## config.mk

```make
export PLATFORM = sky130hd
export DESIGN_NAME = uart_frame_streamer
export DESIGN_NICKNAME = d
export VERILOG_FILES = /design/src/rtl/uart_frame_streamer.sv
export SDC_FILE = /design/constraint.sdc
export NUM_CORES = 1
export LEC_CHECK = 0
export CAP_MARGIN = 30
export CORE_ASPECT_RATIO = 1.4
export CORE_MARGIN = 2
export CORE_UTILIZATION = 55
export CTS_BUF_LIST = sky130_fd_sc_hd__clkbuf_8
export DETAILED_ROUTE_END_ITERATION = 6
export GPL_ROUTABILITY_DRIVEN = 0
export HOLD_SLACK_MARGIN = 0.02
export PLACE_DENSITY = 0.75
export REMOVE_ABC_BUFFERS = 1
export SLEW_MARGIN = 20
export SYNTH_ARGS = -nofsm -noshare
export SYNTH_HDL_FRONTEND = slang
export SYNTH_SLANG_ARGS = --single-unit
```

## constraint.sdc

```tcl
create_clock -name i_Clk -period 8.25 [get_ports i_Clk]
set_input_delay 1.65 -clock i_Clk [delete_from_list [all_inputs] [get_ports i_Clk]]
set_output_delay 1.65 -clock i_Clk [all_outputs]
set_load 0.005 [all_outputs]
```

## src/rtl/uart_frame_streamer.sv

```systemverilog
// uart_frame_streamer
//   Buffers bytes from the upstream counter in a small FIFO and serialises
//   each one as a UART frame (8N1, or 8E1 when UART_PARITY_EN is defined).
//
//   Optional feature macro: UART_PARITY_EN (adds an even-parity bit).
//
//   Parameters
//     CLKS_PER_BIT : clock cycles per serial bit (>= 2)
//     FIFO_DEPTH   : byte buffer depth (power of two, >= 2)
//
//   Ports
//     i_Clk       : system clock, rising edge
//     i_Rst_n     : asynchronous active-low reset
//     i_Data_DV   : one-cycle strobe qualifying i_Data
//     i_Data      : byte to transmit
//     o_Tx_Active : FIFO non-empty or frame in progress (registered)
//     o_Full      : FIFO holds FIFO_DEPTH bytes (registered)
//     o_Overflow  : sticky, a byte was dropped
//     o_Tx_Serial : UART line, idle high
//     o_Tx_Done   : one-cycle pulse during the final stop-bit cycle
module uart_frame_streamer #(
  parameter int CLKS_PER_BIT = 434,
  parameter int FIFO_DEPTH   = 4
) (
  input  logic       i_Clk,
  input  logic       i_Rst_n,
  input  logic       i_Data_DV,
  input  logic [7:0] i_Data,
  output logic       o_Tx_Active,
  output logic       o_Full,
  output logic       o_Overflow,
  output logic       o_Tx_Serial,
  output logic       o_Tx_Done
);

  localparam int BW = $clog2(CLKS_PER_BIT);
  localparam int AW = $clog2(FIFO_DEPTH);
  localparam int PW = AW + 1;
  localparam logic [BW-1:0] BAUD_LAST = BW'(CLKS_PER_BIT - 1);
  localparam logic [PW-1:0] OCC_FULL  = PW'(FIFO_DEPTH);

  typedef enum logic [2:0] {
    S_IDLE   = 3'd0,
    S_START  = 3'd1,
    S_DATA   = 3'd2,
    S_PARITY = 3'd3,
    S_STOP   = 3'd4
  } state_t;

  state_t        state, state_next;
  logic [BW-1:0] baud, baud_next;
  logic [2:0]    bit_idx, bit_next;
  logic          baud_last;

  logic [7:0]    mem [FIFO_DEPTH];
  logic [7:0]    shift_p0;
  logic [PW-1:0] wr_ptr, rd_ptr, wr_next, rd_next, occ_next;
  logic          fifo_empty, push, pop;

  logic          tx_line_p0, tx_done_p0, tx_active_p0;

  assign fifo_empty = (wr_ptr == rd_ptr);
  // o_Full always mirrors the current occupancy, so it can gate the push.
  assign push       = i_Data_DV & ~o_Full;
  assign wr_next    = wr_ptr + PW'(push);
  assign rd_next    = rd_ptr + PW'(pop);
  assign occ_next   = wr_next - rd_next;
  assign baud_last  = (baud == BAUD_LAST);

  always_comb begin
    state_next = state;
    baud_next  = baud_last ? '0 : baud + BW'(1);
    bit_next   = bit_idx;
    pop        = 1'b0;
    case (state)
      S_IDLE: begin
        baud_next = '0;
        bit_next  = '0;
        if (!fifo_empty) begin
          pop        = 1'b1;
          state_next = S_START;
        end
      end
      S_START: begin
        if (baud_last) state_next = S_DATA;
      end
      S_DATA: begin
        if (baud_last) begin
          bit_next = bit_idx + 3'd1;
          if (bit_idx == 3'd7) begin
`ifdef UART_PARITY_EN
            state_next = S_PARITY;
`else
            state_next = S_STOP;
`endif
          end
        end
      end
`ifdef UART_PARITY_EN
      S_PARITY: begin
        if (baud_last) state_next = S_STOP;
      end
`endif
      S_STOP: begin
        if (baud_last) begin
          bit_next = '0;
          // Chain straight into the next frame to avoid an idle gap.
          if (!fifo_empty) begin
            pop        = 1'b1;
            state_next = S_START;
          end else begin
            state_next = S_IDLE;
          end
        end
      end
      default: state_next = S_IDLE;
    endcase
  end

  always_comb begin
    tx_line_p0 = 1'b1;
    case (state)
      S_START:  tx_line_p0 = 1'b0;
      S_DATA:   tx_line_p0 = shift_p0[bit_idx];
`ifdef UART_PARITY_EN
      S_PARITY: tx_line_p0 = ^shift_p0;
`endif
      default:  tx_line_p0 = 1'b1;
    endcase
  end

  assign tx_done_p0   = (state == S_STOP) && baud_last;
  assign tx_active_p0 = (state != S_IDLE) || !fifo_empty;

  // Data storage: FIFO array and shift register carry no reset.
  always_ff @(posedge i_Clk) begin
    if (push) mem[wr_ptr[AW-1:0]] <= i_Data;
    if (pop)  shift_p0 <= mem[rd_ptr[AW-1:0]];
  end

  // Stage p0 -> p1: FSM/FIFO state and the registered line outputs.
  always_ff @(posedge i_Clk or negedge i_Rst_n) begin
    if (!i_Rst_n) begin
      state       <= S_IDLE;
      baud        <= '0;
      bit_idx     <= '0;
      wr_ptr      <= '0;
      rd_ptr      <= '0;
      o_Full      <= 1'b0;
      o_Overflow  <= 1'b0;
      o_Tx_Serial <= 1'b1;
      o_Tx_Done   <= 1'b0;
      o_Tx_Active <= 1'b0;
    end else begin
      state       <= state_next;
      baud        <= baud_next;
      bit_idx     <= bit_next;
      wr_ptr      <= wr_next;
      rd_ptr      <= rd_next;
      o_Full      <= (occ_next == OCC_FULL);
      if (i_Data_DV && o_Full) o_Overflow <= 1'b1;
      o_Tx_Serial <= tx_line_p0;
      o_Tx_Done   <= tx_done_p0;
      o_Tx_Active <= tx_active_p0;
    end
  end

endmodule

```

==> results.json, run 1 <==
{
  "cts_tree": "done",
  "leakage_nw": 1.22,
  "area_delta_synth_final_pct": 17.0,
  "tightest_slew_ns": 0.806,
  "yosys-mux-area-fraction_pct": 9.05,
  "htreeDepth": 3,
  "ys_seq_area_share_pct": 68.1,
  "final_hold_viol_count": 0,
  "skew_ns": 0.00594,
  "crit_chain": "clkdlybuf4s50_1 -> nor2b_1 -> ha_1 -> ha_1 -> ha_1 -> nor2b_1 -> xnor2_1 -> xor2_1 -> nor2_1",
  "endpoint_kind": "flip-flop",
  "clockBufferDepth": 2,
  "ys_async_sr_fraction_pct": 39.4,
  "cpMostUsedCell": "ha_1",
  "avgSynthCellArea_um2": 15.9,
  "drtIter0Drc": 160,
  "slew_violations": 0,
  "fin_util_pct": 66.3,
  "cp_max_fo": 5,
  "yosysMostFrequentCell": "edfxtp_1",
  "nFillCells": 359,
  "initial_utilization_pct": 56.7,
  "yosysTopAreaCell": "edfxtp_1",
  "synthTopCellsByArea": "edfxtp_1 44%, dfrtp_1 23%, mux4_2 8.3%, ha_1 4.6%, xor2_1 2.6%",
  "clk_latency_ns": 0.33,
  "first_pass_iters": 4,
  "wire_per_inst_um": 16.1,
  "rsz0062_at_grt": "no",
  "row_count": 30,
  "fp.dieH_um": 87.3,
  "grt_start_max_net_pins": 17,
  "fin_crit_ns": 3.38,
  "gr-total-overflow": 0,
  "cp_slowest_cell": "clkdlybuf4s50_1",
  "setup_tns_ns": 0,
  "cts_sinks": 66,
  "synth_top_area_share_pct": 44.1,
  "synth_top_family_by_area": "simple AND/OR/NAND/NOR gates",
  "yosysUniqueCellTypes": 34,
  "maxCapViolations": 0,
  "hpwl_um": 3070,
  "drcViolationCount": 0,
  "worstSetupPathType": "in -> reg",
  "timing.fmax_mhz": 296,
  "netlist_top_cells_count": "40 x edfxtp_1, 25 x dfrtp_1, 16 x nor2_1",
  "setup_violations": 0,
  "synth_compound_area_share_pct": 2.90,
  "synth_ff_type": "edfxtp_1",
  "synth_seq_cells": 66,
  "power_density_mw_per_mm2": 296,
  "regArea_mm2": 0.00185,
  "vias": 1415,
  "layout.nets": 216,
  "diodes": 0,
  "cts_buffers": 9,
  "total_power_uw": 941,
  "cts_hold_buf": 0,
  "place_inst": 248,
  "postSynthCellCount": 171,
  "synth-adder-area-share_pct": 4.60,
  "fin_crit_sh_pct": 41.0,
  "synth_xor_area_share_pct": 4.50,
  "post-cts-setup-buffer-count": 0,
  "slew_headroom_pct": 46.1,
  "synth_area_mm2": 0.00272,
  "status": "complete, no violations",
  "drt-vias-per-instance": 5.36,
  "grt_pass1_wl_um": 7380,
  "synth-simple-area-share_pct": 9.28,
  "ios": 16,
  "antenna_left": 0,
  "clock-root-buffer": "clkbuf_8",
  "critPathLaunchType": "input port",
  "antenna_found_initial": 0,
  "grt_pass1_vias": 1567,
  "cpPeakStageDelay_ns": 0.47,
  "cpLargestDelayFamily": "adder cells",
  "ir_drop_uv": 186,
  "final_cell_area_mm2": 0.00319,
  "hold_class": "reg -> reg",
  "grtUsageTotal_pct": 18.5,
  "ys_warn_count": 0,
  "placeableCoreArea_mm2": 0.00480,
  "worst-r2r-setup-slack_ns": 5.20,
  "finalNonFillerCells": 264,
  "path_buf_inv": 1,
  "dieArea_mm2": 0.00554,
  "portBuffers": 15,
  "clk_pin_slew_ns": 0.07,
  "crit_arrival_ns": 3.60,
  "crit_required_ns": 8.47,
  "cts_resized": 0,
  "synth-edff-count": 40,
  "fp.dieW_um": 63.5,
  "multi_input_area_um2": 826,
  "drive_above_1_share_pct": 18.0,
  "place_area_mm2": 0.00296,
  "wirelength_um": 4260
}
[power breakdown]
part	internal [mW]	switching (mW)	leakage, nW
Combinational	0.0893	0.0822	0.422
Sequential	0.420	0.0539	0.685
Clock	0.172	0.124	0.110
Total	0.681	0.260	1.22
[metrics by stage]
step	worst slack [ns]	hold WS, ns
5_1_grt	4.76	0.498
4_1_cts	4.84	0.460
3_5_place_dp	4.49	0.443
6_report	4.87	0.457
2_1_floorplan	4.85	0.451
3_3_place_gp	4.49	0.439
[worst register-to-register path, cell delays in order, from the launching register on]
cell	delay, ns
dfrtp_1	0.41
inv_1	0.07
ha_1	0.14
nand4b_1	0.18
or3_4	0.41
and2_4	0.18
nor4_1	0.26
buf_4	0.23
ha_1	0.16
ha_1	0.14
inv_1	0.04
ha_1	0.19
nor2b_1	0.15
xnor2_1	0.15
xor2_1	0.17
nor2_1	0.06
[flip-flops by register name, summed over array words and instances, names as in the netlist]
name / cells
o_Full: 1
state: 3
o_Tx_Done: 1
bit_idx: 3
baud: 9
o_Tx_Active: 1
o_Overflow: 1
rd_ptr: 3
shift_p0: 8
wr_ptr: 3
o_Tx_Serial: 1
mem: 32
[layout by cell type (no fill, tap or decap), types with 2 or more instances in the layout]
master / netlist / final
nand3_1: 5 / 5
nand4b_1: 2 / 2
mux4_2: 10 / 10
dfrtp_1: 25 / 25
a22o_1: 2 / 2
a21o_1: 2 / 2
a21oi_1: 3 / 3
inv_1: 6 / 6
xnor2_1: 6 / 6
and3_1: 2 / 2
nor2_1: 16 / 16
clkbuf_8: 0 / 9
nor2b_1: 2 / 2
bufinv_16: 0 / 2
nand2_1: 7 / 7
nor3_1: 5 / 5
ha_1: 10 / 10
edfxtp_1: 40 / 40
clkinv_4: 0 / 3
clkdlybuf4s50_1: 0 / 15
xor2_1: 8 / 8
[routing by layer]
metal	global-route usage, %	share of wire (%)
met1	20.6	39
met2	33.0	57
met4	11.3	2.5
met3	3.23	2.3
met5	0	0
[area by class of cell]
type                    count  area share, %
clock buffers               9           3.89
clock inverters             7           3.22
multi-input cells          94           25.9
repair buffers             18           5.58
inverters                   6          0.707
flip-flops and latches     66           58.2
well taps                  64           2.51
[final timing paths]
path | from | cells after the start | endpoint
worst max register to register | baud[1] | 15 | o_Full
worst min-delay path | o_Overflow | 1 | o_Overflow
worst min register to register | o_Overflow | 1 | o_Overflow
max in group asynchronous | i_Rst_n | 2 | o_Tx_Serial
worst max-delay path | i_Data_DV | 9 | o_Full
min in group asynchronous | i_Rst_n | 1 | wr_ptr[1]
[cell families (layout without fill, tap and decap cells)]
kind of cell,Yosys count,count (layout)
flops,66,66
simple gates,48,48
xor+xnor,14,14
mux,12,12
buf+inv,11,40
fa+ha+maj,10,10
compound gates,10,10
Note: power is estimated with default switching activity, not from simulation.
==> inputs of run 2 (changes only) <==
Clock period 8.25 ns to 3.5 ns, I/O delays scaled along.
==> results.json, run 2 (synthesis gave the netlist of run 1 again) <==
{
  "worstSetupPathType": "reg -> reg",
  "place_inst": 248,
  "row_count": 30,
  "hold_class": "reg -> reg",
  "ir_drop_uv": 400,
  "gr-total-overflow": 0,
  "layout.nets": 216,
  "setup_violations": 0,
  "hp-start": "o_Overflow",
  "finalNonFillerCells": 264,
  "setup_tns_ns": 0,
  "critPathLaunchType": "flip-flop",
  "drcViolationCount": 0,
  "htreeDepth": 3,
  "power_density_mw_per_mm2": 680,
  "cts_buffers": 9,
  "hpwl_um": 3040,
  "dieArea_mm2": 0.00554,
  "tightest_slew_ns": 0.844,
  "rr_startpoint": "baud[1]",
  "placeableCoreArea_mm2": 0.00480,
  "drive_above_1_share_pct": 18.0,
  "slew_headroom_pct": 43.5,
  "cts_resized": 0,
  "final_cell_area_mm2": 0.00316,
  "rr_endpoint": "o_Full",
  "leakage_nw": 1.20,
  "worst-r2r-setup-slack_ns": 0.60,
  "fp.dieH_um": 87.3,
  "ff2ff_path_depth": 14,
  "cts_tree": "done",
  "vias": 1456,
  "drtIter0Drc": 133,
  "clockBufferDepth": 2,
  "maxCapViolations": 0,
  "antenna_left": 0,
  "cts_sinks": 66,
  "crit_required_ns": 3.72,
  "status": "complete, no violations",
  "diodes": 0,
  "ios": 16,
  "mostFrequentLayoutCells": "40 x edfxtp_1, 25 x dfrtp_1, 16 x nor2_1, 15 x clkdlybuf4s50_1",
  "cts_hold_buf": 0,
  "wirelength_um": 4240,
  "post-cts-setup-buffer-count": 0,
  "drt-vias-per-instance": 5.52,
  "endpoint_kind": "flip-flop",
  "skew_ns": 0.0115,
  "portBuffers": 15,
  "layout.cells.most_common": "edfxtp_1",
  "timing.fmax_mhz": 345,
  "grt_start_max_net_pins": 27,
  "wire_per_inst_um": 16.0,
  "place_area_mm2": 0.00295,
  "initial_utilization_pct": 56.7,
  "clk_pin_slew_ns": 0.07,
  "rsz0062_at_grt": "no",
  "area_delta_synth_final_pct": 15.9,
  "crit_arrival_ns": 3.12,
  "largest_reg_flops": 32,
  "hold_path_depth": 1,
  "clock-root-buffer": "clkbuf_8",
  "cp_max_fo": 4,
  "fin_crit_ns": 2.90,
  "multi_input_area_um2": 826,
  "regArea_mm2": 0.00185,
  "hold_path_end": "o_Overflow",
  "antenna_found_initial": 0,
  "grt_pass1_vias": 1515,
  "final_hold_viol_count": 0,
  "clk_latency_ns": 0.34,
  "slew_violations": 0,
  "fin_crit_sh_pct": 82.9,
  "fp.dieW_um": 63.5,
  "grtUsageTotal_pct": 18.3,
  "nFillCells": 342,
  "grt_pass1_wl_um": 7250,
  "first_pass_iters": 4
}
## run 2: changes by cell type in the layout (fill, tap and decap cells not counted)
cell,delta
buf_4,+2
buf_8,-1
buf_2,-1
bufinv_16,-1
clkinv_2,+1
## run 2: area by class of cell
cell class	instances	area share [%]
flip-flops and latches	66	58.7
multi-input cells	94	26.2
repair buffers	18	5.47
clock buffers	9	3.93
well taps	64	2.54
clock inverters	7	2.46
inverters	6	0.714
## run 2: stage by stage
stage | utilization (%) | setup WS, ns | power, mW | hold WS [ns]
finish | 65.7 | 0.599 | 2.14 | 0.452
global route | 65.7 | 0.299 | 2.27 | 0.498
CTS | 65.7 | 0.583 | 2.18 | 0.458
detailed placement | 61.5 | 0.619 | 1.54 | 0.443
global placement | 61.5 | 0.728 | 1.51 | 0.437
floorplan | - | 0.0980 | 1.40 | 0.404
## run 2: how the worst max path moves through the flow
stage / from / to / slack [ns]
after floorplan: baud[1] / o_Full / 0.1
after global placement: baud[1] / o_Full / 0.73
after detailed placement: baud[1] / o_Full / 0.62
after CTS: baud[1] / o_Full / 0.58
after global routing: baud[1] / o_Full / 0.30
final: baud[1] / o_Full / 0.60
## run 2: metal layers
metal  wire (um)  track usage [%]
met1        1690             20.1
met2        2310             31.6
met3         157             6.99
met4          83             7.91
met5           0                0
## run 2: worst max-delay path, stage by stage (launching register included)
cell	delay (ns)
dfrtp_1	0.41
inv_1	0.07
ha_1	0.15
nand4b_1	0.15
or3_4	0.39
and2_4	0.18
nor4_1	0.35
ha_1	0.23
ha_1	0.15
inv_1	0.05
ha_1	0.18
nor2b_1	0.13
xnor2_1	0.14
xor2_1	0.16
nor2_1	0.05
## run 2: power by group
group / total (mW) / internal (mW) / switching (mW)
clock: 0.628 / 0.333 / 0.294
sequential: 1.12 / 0.989 / 0.127
combinational: 0.400 / 0.211 / 0.190
total: 2.14 / 1.53 / 0.611
